===== src/rtl/hypot_pkg.sv =====
// hypot_pkg: shared FSM encoding, default widths and the round-robin pick
// function for the hypotenuse scheduler.
package hypot_pkg;
  typedef enum logic [2:0] {IDLE, GRANT, START, WAIT, RESP} state_t;
  localparam int W_DEF = 8;
  localparam int TIMEOUT_DEF = 63;
  // Scans ptr, ptr+1, ... modulo n; the reverse loop lets the nearest hit win.
  function automatic logic [2:0] rr_pick(input logic [7:0] valid, input logic [2:0] ptr, input int n = 8);
    logic [2:0] pick;
    int j;
    pick = '0;
    for (int k = n - 1; k >= 0; k--) begin
      j = int'(ptr) + k;
      if (j >= n) j -= n;
      if (valid[j[2:0]]) pick = j[2:0];
    end
    return pick;
  endfunction
endpackage


===== src/rtl/rr_arbiter.sv =====
// rr_arbiter: combinational round-robin picker over NREQ valid bits,
// starting the search at i_ptr.
module rr_arbiter import hypot_pkg::*; #(
  parameter int NREQ = 4,
  localparam int IW = $clog2(NREQ)
) (
  input  logic [NREQ-1:0] i_valid,
  input  logic [IW-1:0]   i_ptr,
  output logic [IW-1:0]   o_idx,
  output logic            o_any
);
  logic [7:0] w_v;
  logic [2:0] w_p;
  logic [2:0] w_pick;
  assign w_v = 8'(i_valid);
  assign w_p = 3'(i_ptr);
  assign w_pick = rr_pick(w_v, w_p, NREQ);
  assign o_idx = IW'(w_pick);
  assign o_any = |i_valid;
endmodule


===== src/rtl/hypot_sched.sv =====
// hypot_sched: round-robin scheduler sharing one iterative hypotenuse engine
// between NREQ requesters, with a watchdog that aborts hung operations.
module hypot_sched import hypot_pkg::*; #(
  parameter int NREQ = 4,
  parameter int W = W_DEF,
  parameter int TIMEOUT = TIMEOUT_DEF
) (
  input  logic            clk,
  input  logic            rst_n,
  input  logic            ena,
  input  logic [NREQ-1:0] req_valid,
  input  logic [NREQ*W-1:0] req_x,
  input  logic [NREQ*W-1:0] req_y,
  output logic [NREQ-1:0] req_ready,
  output logic [NREQ-1:0] rsp_valid,
  output logic [W-1:0]    rsp_data,
  output logic            rsp_err,
  output logic            eng_start,
  output logic [W-1:0]    eng_x,
  output logic [W-1:0]    eng_y,
  input  logic            eng_done,
  input  logic [W-1:0]    eng_result,
  output logic            busy
);
  localparam int IW = $clog2(NREQ);
  localparam int CW = $clog2(TIMEOUT + 1);
  state_t r_state, w_state_n;
  logic [IW-1:0] r_ptr, w_ptr_n, r_gnt, w_gnt_n, w_win;
  logic [CW-1:0] r_wd, w_wd_n;
  logic [NREQ-1:0] r_ready, w_ready_n, r_rsp_valid, w_rsp_valid_n, w_win_oh, w_gnt_oh;
  logic [W-1:0] r_rsp_data, w_rsp_data_n, r_x, w_x_n, r_y, w_y_n;
  logic r_rsp_err, w_rsp_err_n, r_start, w_start_n, r_busy, w_busy_n, w_any;
  logic [W-1:0] w_xa [NREQ];
  logic [W-1:0] w_ya [NREQ];
  for (genvar g = 0; g < NREQ; g++) begin : g_slice
    assign w_xa[g] = req_x[g*W +: W];
    assign w_ya[g] = req_y[g*W +: W];
  end
  rr_arbiter #(.NREQ(NREQ)) u_arb (
    .i_valid(req_valid),
    .i_ptr  (r_ptr),
    .o_idx  (w_win),
    .o_any  (w_any)
  );
  assign w_win_oh = NREQ'(1) << w_win;
  assign w_gnt_oh = NREQ'(1) << r_gnt;
  always_comb begin
    w_state_n = r_state;
    w_ptr_n = r_ptr;
    w_gnt_n = r_gnt;
    w_wd_n = r_wd;
    w_ready_n = r_ready;
    w_rsp_valid_n = r_rsp_valid;
    w_rsp_data_n = r_rsp_data;
    w_rsp_err_n = r_rsp_err;
    w_start_n = r_start;
    w_x_n = r_x;
    w_y_n = r_y;
    case (r_state)
      IDLE: if (w_any) begin
        w_state_n = GRANT;
        w_gnt_n = w_win;
        w_ready_n = w_win_oh;
      end
      GRANT: begin
        w_state_n = START;
        w_ready_n = '0;
        w_x_n = w_xa[r_gnt];
        w_y_n = w_ya[r_gnt];
        w_ptr_n = (r_gnt == IW'(NREQ - 1)) ? '0 : r_gnt + IW'(1);
        w_start_n = 1'b1;
      end
      START: begin
        w_state_n = WAIT;
        w_start_n = 1'b0;
        w_wd_n = '0;
      end
      WAIT: if (eng_done || r_wd == CW'(TIMEOUT - 1)) begin
        // done takes priority over a simultaneous watchdog expiry
        w_state_n = RESP;
        w_rsp_valid_n = w_gnt_oh;
        w_rsp_data_n = eng_done ? eng_result : '0;
        w_rsp_err_n = !eng_done;
      end else begin
        w_wd_n = r_wd + CW'(1);
      end
      RESP: begin
        w_state_n = IDLE;
        w_rsp_valid_n = '0;
      end
      default: w_state_n = IDLE;
    endcase
    w_busy_n = w_state_n != IDLE;
  end
  always_ff @(posedge clk or negedge rst_n) begin
    if (!rst_n) begin
      r_state <= IDLE;
      r_ptr <= '0;
      r_gnt <= '0;
      r_wd <= '0;
      r_ready <= '0;
      r_rsp_valid <= '0;
      r_rsp_data <= '0;
      r_rsp_err <= 1'b0;
      r_start <= 1'b0;
      r_x <= '0;
      r_y <= '0;
      r_busy <= 1'b0;
    end else if (ena) begin
      r_state <= w_state_n;
      r_ptr <= w_ptr_n;
      r_gnt <= w_gnt_n;
      r_wd <= w_wd_n;
      r_ready <= w_ready_n;
      r_rsp_valid <= w_rsp_valid_n;
      r_rsp_data <= w_rsp_data_n;
      r_rsp_err <= w_rsp_err_n;
      r_start <= w_start_n;
      r_x <= w_x_n;
      r_y <= w_y_n;
      r_busy <= w_busy_n;
    end
  end
  assign req_ready = r_ready;
  assign rsp_valid = r_rsp_valid;
  assign rsp_data = r_rsp_data;
  assign rsp_err = r_rsp_err;
  assign eng_start = r_start;
  assign eng_x = r_x;
  assign eng_y = r_y;
  assign busy = r_busy;
endmodule


===== config.mk =====
export PLATFORM = sky130hd
export DESIGN_NAME = hypot_sched
export DESIGN_NICKNAME = d
export VERILOG_FILES = /design/src/rtl/hypot_pkg.sv /design/src/rtl/rr_arbiter.sv /design/src/rtl/hypot_sched.sv
export SDC_FILE = /design/constraint.sdc
export NUM_CORES = 1
export LEC_CHECK = 0
export BUFFER_PORTS_ARGS = -buffer_cell sky130_fd_sc_hd__buf_2
export CORE_MARGIN = 8
export CORE_UTILIZATION = 52
export CTS_CLUSTER_SIZE = 12
export DETAILED_ROUTE_END_ITERATION = 7
export PLACE_DENSITY_LB_ADDON = 0.12
export SETUP_SLACK_MARGIN = 0.3
export SKIP_LAST_GASP = 1
export SLEW_MARGIN = 10
export SYNTH_ARGS = -nofsm -noshare
export SYNTH_HDL_FRONTEND = slang
export SYNTH_SLANG_ARGS = --single-unit

===== constraint.sdc =====
create_clock -name clk -period 3.8 [get_ports clk]
set_input_delay 0.76 -clock clk [delete_from_list [all_inputs] [get_ports clk]]
set_output_delay 0.76 -clock clk [all_outputs]
set_load 0.01 [all_outputs]

; After elaboration in Yosys (flattened, before gate mapping)
; Index checks and enable logic that the tools add are counted.
[totals]
register_bits = 48
inputBits = 80
elab_cells = 92
[op_classes]
addsub = 9
order_cmp = 9
n_eq_ne = 9
n_shift = 2
n_mux = 34
bitwise_logic = 1
reduce_logical = 16
[ops]
columns = op, count
row1 = $ge A32 B4 Y1 const B, 3
row2 = $mux W8, 5
row3 = $bmux W8 S2, 2
row4 = $mux W3, 6
row5 = $lt A3 B4 Y1 const B, 4
row6 = $pmux W4 S2, 2
row7 = $reduce_and A3 Y1, 5
row8 = $bmux W1 S3, 4
row9 = $pmux W3 S4, 1
row10 = $pmux W6 S2, 1
row11 = $mux W2, 5
row12 = $sub A3 B3 Y3 const B, 3
row13 = $mux W4, 2
row14 = $reduce_bool A2 Y1, 4
row15 = $shl A1 B2 Y4 const A, 2
row16 = $add A2 B2 Y3 const B, 2
row17 = $add A6 B1 Y6 const B, 1
row18 = $eq A3 B2 Y1 const B, 2
row19 = $eq A6 B6 Y1 const B, 1
row20 = $mux W6, 1
row21 = $mux W1, 4
row22 = $ne A2 B2 Y1 const B, 2
row23 = $reduce_and A2 Y1, 2
row24 = $reduce_or A4 Y1, 1
row25 = other kinds (15), 15

; Depth between registers and ports, before layout
[logic_depth]
ltp_word = 12
depth_mapped = 8

; Cells and area by module
; From an unflattened synthesis, not the netlist that was laid out.
[unflattened]
cells_unflattened = 211
area_unflattened_um2 = 2650.0
[by_module_without_submodules]
columns = mod, instances, cells_each, area_each_um2, seq_area_each_um2
row1 = hypot_sched, 1, 181, 2416.1, 1201.2
row2 = rr_arbiter, 1, 30, 234.0, 0.0

; Worst setup path after synthesis
; Ideal clock, no wire load.
[synth_timing]
path_kind = input -> register
from = in eng_done
to = reg r_rsp_data[4], in the netlist rsp_data[4]
setup_ns = 0.076
arrival_ns = 2.011
path_slack_ns = 1.713
stages = 6
n_path_buf = 2
cell_sequence = clkbuf_1 > o21bai_2 > nor3b_2 > buf_2 > nand3_1 > o21ai_1
[synth_via]
elab_chain_len = 2
word_cells_on_any_way = 3
[synth_lines]
columns = element, line
row1 = from (decl), hypot_sched.sv:21  ; input logic eng_done,
row2 = $logic_or A1 B1 Y1, hypot_sched.sv:78  ; WAIT: if (eng_done || r_wd == CW'(TIMEOUT - 1)) begin
row3 = $reduce_and A3 Y1 (no source line), -
row4 = to (signal assigned), hypot_sched.sv:116  ; r_rsp_data <= w_rsp_data_n;
row5 = to (decl), hypot_sched.sv:31  ; logic [W-1:0] r_rsp_data, w_rsp_data_n, r_x, w_x_n, r_y, w_y_n;
; Parallel ways exist; a longest one is shown, timed or not.
; A chain may end at the register's enable or synchronous reset.

; Final worst setup path
[layout_timing]
from = reg r_state[0]
to = reg r_ready[2], in the netlist req_ready[2]
[layout_via]
elab_chain_len = 3
word_cells_on_any_way = 6
[layout_lines]
columns = element, line
row1 = from (decl), hypot_sched.sv:27  ; state_t r_state, w_state_n;
row2 = from (signal assigned), hypot_sched.sv:110  ; r_state <= w_state_n;
row3 = $logic_not A3 Y1 / $eq A3 B1 Y1 (equally long branches), hypot_sched.sv:59  ; case (r_state)
row4 = $ne A2 B1 Y1 (no source line) / $reduce_bool A2 Y1 (equally long branches), -
row5 = $reduce_and A3 Y1 (no source line), -
row6 = to (signal assigned), hypot_sched.sv:114  ; r_ready <= w_ready_n;
row7 = to (decl), hypot_sched.sv:30  ; logic [NREQ-1:0] r_ready, w_ready_n, r_rsp_valid, w_rsp_valid_n, w_win_oh, w_gnt_oh;
; Parallel ways exist; a longest one is shown, timed or not.

==> flow_summary.toml <==
[worst_setup_path]
worstPathRequired_ns = 3.99
crit_path_end_kind = "flip-flop"
cp_num_buf_inv = 0
start_kind = "flip-flop"
path_delay_family = "simple AND/OR/NAND/NOR gates"
crit_path_start = "r_state[0]"
path_class = "reg -> reg"
worstSetupEndpoint = "req_ready[2]"
worstPathCellList = "nand2_1 > or3_1 > and3_1 > o21a_1"
max_stage_delay_ns = 0.68
r2r_start = "r_state[0]"
r2r_cells = 4
crit_slowest_cell = "or3_1"
worst-path-stages = 4
r2r-end = "req_ready[2]"
cp_data_arrival_time_ns = 2.24
r2r_slack_ns = 1.75
cp_max_fo = 24

[synth]
post-synth-top-count-cell = "nand2_1"
synth.cell_area_um2 = 2690
synth.avg_cell_area_um2 = 9.96
synth-compound-area-share_pct = 10.5
yosysWarnings = 0
yosys.cell_types.count = 45
synth-edff-count = 0
ys_ff_latch = 48
synth_top_family_by_area = "simple AND/OR/NAND/NOR gates"
yosysTopAreaCell = "dfrtp_1"
async_flop_share_pct = 100
synthTopCellsByCount = "nand2_1 (72), dfrtp_1 (48), inv_1 (16), mux4_2 (16), nand3_1 (15)"
yosysSeqAreaShare_pct = 44.7
synthAdderAreaFrac_pct = 3.26
syn_inst = 270
synthXorXnorAreaFrac_pct = 1.30
synthTopCellsByArea = "dfrtp_1 (45%), mux4_2 (13%), nand2_1 (10%)"
syn-num-nets = 357
yosys.area_share.simple_pct = 19.3
yosysTopAreaCellShare_pct = 44.7
synth_ff_type = "dfrtp_1"
synth_mux_area_share_pct = 15.8

[power]
switchingPower_mw = 0.881
power_leakage_nw = 1.73
sw_frac_of_total_pct = 38.9
combinationalPowerShare_pct = 41.7
power_density_nw_per_um2 = 667
clockPowerShare_pct = 16.0
intPower_mw = 1.38
p_seq_share_pct = 42.3
peakVddDrop_v = 0.000398

[sta]
layout_setup_ws_ns = 1.75
fin_crit_sh_pct = 53.9
skew_ns = 0.00720
hold_ws_ns = 0.473
slew_violations = 0
relSlewSlack_pct = 30.7
fmax_mhz = 488
timing_hold_violations_final = 0
worst_slew_pin_slew_ns = 1.03
rsz0062_at_grt = "no"
setup_tns_ns = 0
period_minus_slack_ns = 2.05
setup_viol = 0

[global_route]
grt_max_degree = 49
grt_antenna_before_repair = 0
grt_usage_pct = 18.1
overflow = 0
grt_pass1_wl_mm = 11.2
grt_pass1_vias = 2516

[finish]
post-route-util_pct = 67.3
nets = 463
area.growth.synth_to_final_pct = 26.2
layout-drive-gt1-share_pct = 39.8
fin_cells = 447
diodes = 0

[placement]
place_ws_ns = 1.49
gp_congestion = 0.787
dp_hpwl_mm = 5.24
portBuffers = 114
dp_cells = 439

[cts]
cts_tree = "built"
root_buffer = "clkbuf_8"
clkLatencyLatePin_ns = 0.30
post_cts_buffers = 0
cts_resized = 0
path_clk_slew_ns = 0.09
cts_hold_buffers = 0
clockBufferDepth = 2
numCtsBuffers = 5
h-tree-depth = 2
numClockSinks = 48

[drt]
viasPerCell = 5.26
ant_nets = 0
first_iter_violations = 102
wirelength_mm = 6.77
first_pass_iters = 4
vias = 2349
wl_per_cell_um = 15.1
drc = 0

[flow_run]
maxCapViolCount = 0

[die]
dieArea_um2 = 7730
initial_utilization_pct = 53.3
die_h_um = 87.9
num_io_pins = 115
die_x_um = 87.9
rows = 26
core_um2 = 5040

[status]
outcome = "finished clean"

[hold_path]
hp-class = "reg -> reg"
power by group through the flow:
stage / clock network, mW / registers, mW / logic (mW)
finish: 0.362 / 0.958 / 0.944
global route: 0.392 / 1.00 / 1.05
CTS: 0.368 / 0.957 / 0.967
detailed placement: 0 / 0.966 / 0.962
global placement: 0 / 0.959 / 0.939
floorplan: 0 / 0.914 / 0.661
cells in the final DEF, fill, tap and decap left out, drive strengths merged:
master / n
a211oi: 4
or3: 2
nor4: 1
o32ai: 1
o21bai: 1
a21o: 3
o21ai: 16
o31ai: 2
buf: 115
clkbuf: 5
mux4: 16
xnor2: 4
clkinv: 1
o2bb2ai: 1
bufinv: 1
or4: 1
clkinvlp: 1
a311oi: 1
ha: 7
nand2: 72
and2: 1
a21oi: 6
dfrtp: 48
o21a: 1
nor2b: 3
mux2i: 3
and3: 1
o211ai: 1
o22ai: 1
nand3b: 3
a2111oi: 1
a21boi: 3
a31o: 1
mux2: 3
inv: 16
nor3b: 2
nor3: 1
nand2b: 2
nand3: 16
nor2: 9
cell type report:
| class | instances | area (um2) |
|---|---|---|
| Fill cell | 432 | 1650 |
| Multi-Input combinational cell | 190 | 1350 |
| Sequential cell | 48 | 1200 |
| Timing Repair Buffer | 115 | 578 |
| Tap cell | 70 | 87.6 |
| Clock buffer | 5 | 68.8 |
| Inverter | 16 | 60.1 |
| Clock inverter | 3 | 42.5 |
flip-flops by register name, indices dropped and copies added (netlist names):
signal     count
eng_x          8
eng_y          8
rsp_data       8
r_wd           6
req_ready      4
rsp_valid      4
r_state        3
r_gnt          2
r_ptr          2
busy           1
eng_start      1
rsp_err        1
cell families after synthesis:
kind of cell	after synthesis
AOI/OAI and AO/OA	43
xor gates and xnor gates	4
and+or+nand+nor	114
buffers and inverters	32
DFF	48
adders and majority gates	7
muxes	22
stage by stage:
stage	instance area, um2	power (mW)
floorplan	2690	1.57
global placement	3280	1.90
detailed placement	3280	1.93
CTS	3390	2.29
global route	3390	2.45
finish	3390	2.26
tightest hold or removal path: cells and delay by family, from the launching register on:
| kind | cells | cell delay (ns) |
|---|---|---|
| flip-flops | 1 | 0.34 |
| AND/OR/NAND/NOR | 2 | 0.10 |
how the worst min path moves through the flow:
stage / start / end / slack (ns) / depth (start not counted)
2_1_floorplan: rst_n / busy / 0.46 / 0
3_3_place_gp: eng_y[5] / eng_y[5] / 0.45 / 2
3_5_place_dp: eng_y[5] / eng_y[5] / 0.46 / 2
4_1_cts: eng_y[5] / eng_y[5] / 0.48 / 2
5_1_grt: eng_x[4] / eng_x[4] / 0.50 / 2
6_report: eng_y[5] / eng_y[5] / 0.47 / 2
routing by layer:
| layer | up-vias | part of all wire [%] | track usage (%) |
|---|---|---|---|
| li1 | 1139 | - | - |
| met1 | 1126 | 41 | 21.1 |
| met2 | 76 | 52 | 31.7 |
| met3 | 8 | 6.4 | 5.53 |
| met4 | 0 | 1.1 | 3.91 |
| met5 | - | 0 | 0 |
Note: power is estimated with default switching activity, not from simulation.
